### src/rtl/mem_stage.sv
// mem_stage: memory-access pipeline stage between EX/MEM and MEM/WB.
//
// Runs one req/gnt/rvalid data-bus transaction per load/store, then aligns
// and extends load data. The write-back payload (GPR and CSR) goes on to
// MEM/WB, and the pipeline is held through flow control while a bus
// transaction is outstanding.
//
// Ports
//   clk, rst             core clock, asynchronous active-high reset
//   exmem_*              instruction payload from the EX/MEM register
//   fc_stall_mem_i       downstream hold: MEM/WB is not capturing this cycle
//   mem_req_o .. mem_wdata_o, mem_gnt_i, mem_rvalid_i, mem_rdata_i
//                        data bus (req/gnt request phase, rvalid response phase)
//   mem_reg_*, mem_csr_* write-back payload to MEM/WB
//   mem_stall_o          stall request to flow control
//   mem_misalign_o       misaligned access detected
//   fsm_state            debug view of the FSM (0 IDLE, 1 WAIT_RESP, 2 DONE)
//
// Bus handshake: a request is accepted in any cycle where mem_req_o and
// mem_gnt_i are both high. Address, byte enables and write data hold steady
// until that cycle. Exactly one mem_rvalid_i follows, no earlier than the
// cycle after the grant, and it comes for loads and stores alike.
module mem_stage (
    input  logic        clk,
    input  logic        rst,
    input  logic [31:0] exmem_reg_wdata_i,
    input  logic [4:0]  exmem_reg_waddr_i,
    input  logic        exmem_reg_we_i,
    input  logic [3:0]  exmem_mem_op_i,
    input  logic [31:0] exmem_mem_addr_i,
    input  logic [31:0] exmem_mem_wdata_i,
    input  logic [31:0] exmem_csr_wdata_i,
    input  logic [11:0] exmem_csr_waddr_i,
    input  logic        exmem_csr_we_i,
    input  logic        fc_stall_mem_i,
    output logic        mem_req_o,
    output logic        mem_we_o,
    output logic [3:0]  mem_be_o,
    output logic [31:0] mem_addr_o,
    output logic [31:0] mem_wdata_o,
    input  logic        mem_gnt_i,
    input  logic        mem_rvalid_i,
    input  logic [31:0] mem_rdata_i,
    output logic [31:0] mem_reg_wdata_o,
    output logic [4:0]  mem_reg_waddr_o,
    output logic        mem_reg_we_o,
    output logic [31:0] mem_csr_wdata_o,
    output logic [11:0] mem_csr_waddr_o,
    output logic        mem_csr_we_o,
    output logic        mem_stall_o,
    output logic        mem_misalign_o,
    output logic [1:0]  fsm_state
);

    localparam logic [3:0] OP_LB  = 4'd1;
    localparam logic [3:0] OP_LH  = 4'd2;
    localparam logic [3:0] OP_LW  = 4'd3;
    localparam logic [3:0] OP_LBU = 4'd4;
    localparam logic [3:0] OP_LHU = 4'd5;
    localparam logic [3:0] OP_SB  = 4'd6;
    localparam logic [3:0] OP_SH  = 4'd7;
    localparam logic [3:0] OP_SW  = 4'd8;

    typedef enum logic [1:0] {
        IDLE      = 2'd0,
        WAIT_RESP = 2'd1,
        DONE      = 2'd2
    } state_t;

    state_t      state;
    logic [31:0] rdata_q;

    logic        is_load;
    logic        is_store;
    logic        misalign;
    logic        go;
    logic [1:0]  off;

    assign off      = exmem_mem_addr_i[1:0];
    assign is_load  = (exmem_mem_op_i >= OP_LB) && (exmem_mem_op_i <= OP_LHU);
    assign is_store = (exmem_mem_op_i >= OP_SB) && (exmem_mem_op_i <= OP_SW);

    always_comb begin
        misalign = 1'b0;
        case (exmem_mem_op_i)
            OP_LH, OP_LHU, OP_SH: misalign = off[0];
            OP_LW, OP_SW:         misalign = (off != 2'b00);
            default:              misalign = 1'b0;
        endcase
    end

    assign go = (is_load || is_store) && !misalign;

    // The transaction state is registered. The request and stall stay
    // combinational on go, so a request goes out in the same cycle the
    // instruction arrives.
    always_ff @(posedge clk or posedge rst) begin
        if (rst) begin
            state   <= IDLE;
            rdata_q <= 32'd0;
        end else begin
            case (state)
                IDLE: begin
                    if (go && mem_gnt_i) state <= WAIT_RESP;
                end
                WAIT_RESP: begin
                    if (mem_rvalid_i) begin
                        rdata_q <= mem_rdata_i;
                        state   <= DONE;
                    end
                end
                DONE: begin
                    if (!fc_stall_mem_i) state <= IDLE;
                end
                default: state <= IDLE;
            endcase
        end
    end

    assign fsm_state   = state;
    assign mem_req_o   = !rst && (state == IDLE) && go;
    assign mem_stall_o = !rst && (((state == IDLE) && go) || (state == WAIT_RESP));

    // Store lane placement. Sub-word data is replicated across every lane,
    // so the byte enables alone select where it lands.
    always_comb begin
        mem_be_o    = 4'b0000;
        mem_wdata_o = exmem_mem_wdata_i;
        case (exmem_mem_op_i)
            OP_SB: begin
                mem_wdata_o = {4{exmem_mem_wdata_i[7:0]}};
                mem_be_o    = 4'b0001 << off;
            end
            OP_SH: begin
                mem_wdata_o = {2{exmem_mem_wdata_i[15:0]}};
                mem_be_o    = off[1] ? 4'b1100 : 4'b0011;
            end
            OP_SW: mem_be_o = 4'b1111;
            OP_LB, OP_LH, OP_LW, OP_LBU, OP_LHU: mem_be_o = 4'b1111;
            default: mem_be_o = 4'b0000;
        endcase
    end

    assign mem_we_o   = is_store;
    assign mem_addr_o = {exmem_mem_addr_i[31:2], 2'b00};

    // Load extraction from the captured response word.
    logic [7:0]  ld_byte;
    logic [15:0] ld_half;
    logic [31:0] ld_data;

    always_comb begin
        ld_byte = 8'd0;
        case (off)
            2'd0: ld_byte = rdata_q[7:0];
            2'd1: ld_byte = rdata_q[15:8];
            2'd2: ld_byte = rdata_q[23:16];
            2'd3: ld_byte = rdata_q[31:24];
            default: ld_byte = 8'd0;
        endcase
    end

    assign ld_half = off[1] ? rdata_q[31:16] : rdata_q[15:0];

    always_comb begin
        ld_data = rdata_q;
        case (exmem_mem_op_i)
            OP_LB:   ld_data = {{24{ld_byte[7]}}, ld_byte};
            OP_LBU:  ld_data = {24'd0, ld_byte};
            OP_LH:   ld_data = {{16{ld_half[15]}}, ld_half};
            OP_LHU:  ld_data = {16'd0, ld_half};
            default: ld_data = rdata_q;
        endcase
    end

    // Before DONE a load keeps MEM/WB held by the stall, so only the DONE
    // cycle needs the extracted value.
    assign mem_reg_wdata_o = (is_load && (state == DONE)) ? ld_data : exmem_reg_wdata_i;
    assign mem_reg_waddr_o = exmem_reg_waddr_i;
    assign mem_reg_we_o    = exmem_reg_we_i && !misalign;
    assign mem_csr_wdata_o = exmem_csr_wdata_i;
    assign mem_csr_waddr_o = exmem_csr_waddr_i;
    assign mem_csr_we_o    = exmem_csr_we_i && !misalign;
    assign mem_misalign_o  = misalign;

endmodule

### config.mk
export PLATFORM = sky130hd
export DESIGN_NAME = mem_stage
export DESIGN_NICKNAME = d
export VERILOG_FILES = /design/src/rtl/mem_stage.sv
export SDC_FILE = /design/constraint.sdc
export NUM_CORES = 1
export LEC_CHECK = 0
export ABC_AREA = 0
export BUFFER_PORTS_ARGS = -buffer_cell sky130_fd_sc_hd__buf_2
export CAP_MARGIN = 20
export CELL_PAD_IN_SITES_DETAIL_PLACEMENT = 0
export CELL_PAD_IN_SITES_GLOBAL_PLACEMENT = 1
export CORE_AREA = 4 4 131 133
export CTS_BUF_LIST = sky130_fd_sc_hd__clkbuf_8 sky130_fd_sc_hd__clkbuf_16
export DETAILED_ROUTE_END_ITERATION = 8
export DIE_AREA = 0 0 135 137
export GPL_TIMING_DRIVEN = 0
export PLACE_DENSITY_LB_ADDON = 0.1
export SYNTH_ARGS = -nofsm -noshare
export SYNTH_HDL_FRONTEND = slang
export SYNTH_SLANG_ARGS = --single-unit
### constraint.sdc
create_clock -name clk -period 3.7 [get_ports clk]
set_input_delay 0.555 -clock clk [delete_from_list [all_inputs] [get_ports clk]]
set_output_delay 0.555 -clock clk [all_outputs]
set_load 0.05 [all_outputs]
==> summary.txt <==
Global routing
  – Initial antenna violation count: 0
  – Pin count of the biggest net entering global routing: 36
  – Met2 usage in global routing: 0.3121
  – First-pass GRT wire length: 23,810 um
  – GR peak layer: met2
  – Congestion Overflow GR: 0
  – Vias in the first global route: 4,157
  – All-layer global routing usage: 0.1683
  – Global Route met1 Usage: 0.1954
  – GR Util met3: 0.03971

Yosys
  – Syn avg cell area: 8.532 um^2
  – #FFs+latches synth: 34
  – Cell Area, Synth: 3635 um^2
  – YS warnings: 0
  – Async set or reset register ratio after synthesis: 1.000
  – Synth Flop Type: dfrtp_1
  – Register area share after synthesis: 0.2341
  – Synth Instances: 426
  – Synth cell types: 50
  – Post-synth EDFFs: 0

Timing
  – Setup TNS after final layout: 0 ns
  – Clock Skew: 0.003860 ns
  – Endpoints failing setup: 0
  – Final hold slack: 0.4386 ns
  – Max Clock Freq: 332.0 MHz
  – Max Slew Vio Count: 0
  – Final period utilization: 0.8142
  – RSZ-0062 raised after global routing: no
  – Slew at the pin closest to its max-slew limit: 0.7892 ns
  – Max-slew headroom: 0.4739
  – Final Hold Fails: 0
  – Minimum clock period: 3.012 ns

Clocking
  – Worst-Skew Late Latency: 0.28 ns
  – Root buffer cell: clkbuf_16
  – Clock sinks: 34
  – Clock-pin slew of the registers on the worst-case setup and hold paths: 0.05 ns
  – H-tree depth: 2
  – Post-CTS Hold Fix Bufs: 0
  – Total CTS buffers: 5
  – CTS tree: built
  – Clk buf depth: 2
  – Cts repair resizes: 0
  – Post-CTS setup buffer count: 0

Route
  – Drt pass-1 iters: 4
  – Total Wirelength: 17,170 um
  – Routed Antenna Nets: 0
  – Drt initial violations: 103
  – Drt via density: 4.463
  – Via count: 4,052
  – DRC: 0
  – Drt wl/cell: 18.90 um

Die
  – Site Rows: 46
  – Top-Level Pins: 345
  – Initial core utilization: 0.2296
  – Core ar.: 15,830 um^2
  – Die extent in y: 137 um
  – Die width: 135 um
  – Die ar.: 18,500 um^2

Critical path
  – Most common cell on crit path: buf_2
  – WP data required: 3.14 ns
  – CP Capture Type: output port
  – Max incr delay on CP: 0.44 ns
  – Crit path kind: in2out
  – CP max stage cell: clkbuf_1
  – Crit path arrival time: 2.46 ns
  – Startpoint types: input port
  – Crit-path max FO: 10
  – CP Cell Sequence: buf_2 > buf_2 > and2_1 > clkbuf_1 > clkbuf_1 > nand3_1 > nand3_1 > buf_2

Layout
  – Number of diodes: 0
  – Share of layout cells above drive strength 1: 0.6315
  – Non-Filler Instances: 908
  – Layout Area Growth over Synthesis: 47.09%
  – Nets: 879

Power and ir drop
  – Peak supply drop: 0.1962 mV
  – Leak pwr: 2.827 nW
  – Power Density: 456.8 nW/um^2

Place
  – Post-DP HPWL: 14,430 um
  – Placed cell count: 900
  – Port bufs: 257
  – Routability congestion estimate: 0.8362

Min path
  – Min-delay worst type: in2async

Flow run
  – Max-Cap Viols: 0

Run status
  – Status: finished, final reports clean
-- metrics by stage --
stage                     setup slack (ns)  area, um^2  power [mW]    util
after floorplan                     0.4266        3638       1.671       -
after global placement              0.6143        5195       2.019  0.3282
after detailed placement            0.6204        5195       2.036  0.3282
after CTS                           0.6156        5346       2.480  0.3378
after global routing                0.4960        5346       2.584  0.3378
final                               0.6875        5346       2.442  0.3378
-- path summary, 6_finish.rpt --
check | from | slack (ns) | to | cells past startpoint
min in group clk | rdata_q[6] | 0.51 | rdata_q[6] | 1
worst max register to register | fsm_state[1] | 1.73 | rdata_q[17] | 3
worst min-delay path | rst | 0.44 | fsm_state[1] | 2
worst max-delay path | exmem_mem_op_i[1] | 0.69 | mem_reg_wdata_o[18] | 8
worst min register to register | rdata_q[6] | 0.51 | rdata_q[6] | 1
max in group asynchronous | rst | 2.75 | rdata_q[31] | 2
-- cell usage in the layout, fill, tap and decap left out, types with 5 or more instances in the layout --
cell	n
mux2i_1	9
o211ai_1	5
inv_1	6
mux2_2	52
buf_2	272
o21ai_0	17
nor2_1	20
clkbuf_1	11
dfrtp_1	34
mux4_2	5
nand2_1	38
buf_4	90
o22ai_1	6
a21oi_1	9
o32a_1	5
and3_1	10
nand3_1	31
clkbuf_16	5
a31oi_1	11
-- flip-flops by register name, summed over array words and instances (netlist names) --
register / count
rdata_q: 32
fsm_state: 2
-- critical path, delay by kind of cell --
family / cells / cell delay [ns]
buffers and inverters: 5 / 1.48
and+or+nand+nor: 3 / 0.41
-- Yosys cell counts (all sizes together), types with 6 or more instances --
library cell	count	share of area
mux2i	9	0.025
o21ai	18	0.025
o22ai	6	0.010
a31oi	11	0.019
clkbuf	11	0.011
nand3	31	0.043
nor2	21	0.022
inv	7	0.0072
nand2	38	0.039
a21oi	9	0.012
buf	107	0.21
and3	10	0.017
mux2	52	0.16
dfrtp	34	0.23
-- cell families after synthesis --
logic type | count (synthesis) | synth area share
buffers and inverters | 125 | 0.2313
other | 1 | 0.001032
flip-flops | 34 | 0.2341
XOR/XNOR | 2 | 0.004820
multiplexers | 66 | 0.2169
AO/OA/AOI/OAI | 73 | 0.1356
AND/OR/NAND/NOR | 125 | 0.1762
-- report_power, final --
| part | internal (mW) | leakage (nW) | total [mW] | switching, mW |
|---|---|---|---|---|
| Sequential | 0.556 | 0.407 | 0.733 | 0.177 |
| Combinational | 0.503 | 2.35 | 1.29 | 0.783 |
| Clock | 0.266 | 0.0729 | 0.424 | 0.157 |
| Total | 1.33 | 2.83 | 2.44 | 1.12 |
-- per-layer routing --
layer	up-vias	wire, um
met1	1886	6680
met5	-	0
met4	0	281
met3	18	1344
li1	1957	-
met2	191	8858
-- area by class of cell --
| class | instances | area [um^2] |
|---|---|---|
| plain buffers | 118 | 814.5 |
| clock buffers | 6 | 138.9 |
| clock inverters | 2 | 12.51 |
| fillers | 1751 | 10480 |
| inverters | 7 | 26.28 |
| multi-input cells | 268 | 1947 |
| flip-flops and latches | 34 | 850.8 |
| well taps | 216 | 270.3 |
| repair buffers | 257 | 1286 |
No activity file was read; power rests on OpenSTA's default activity.
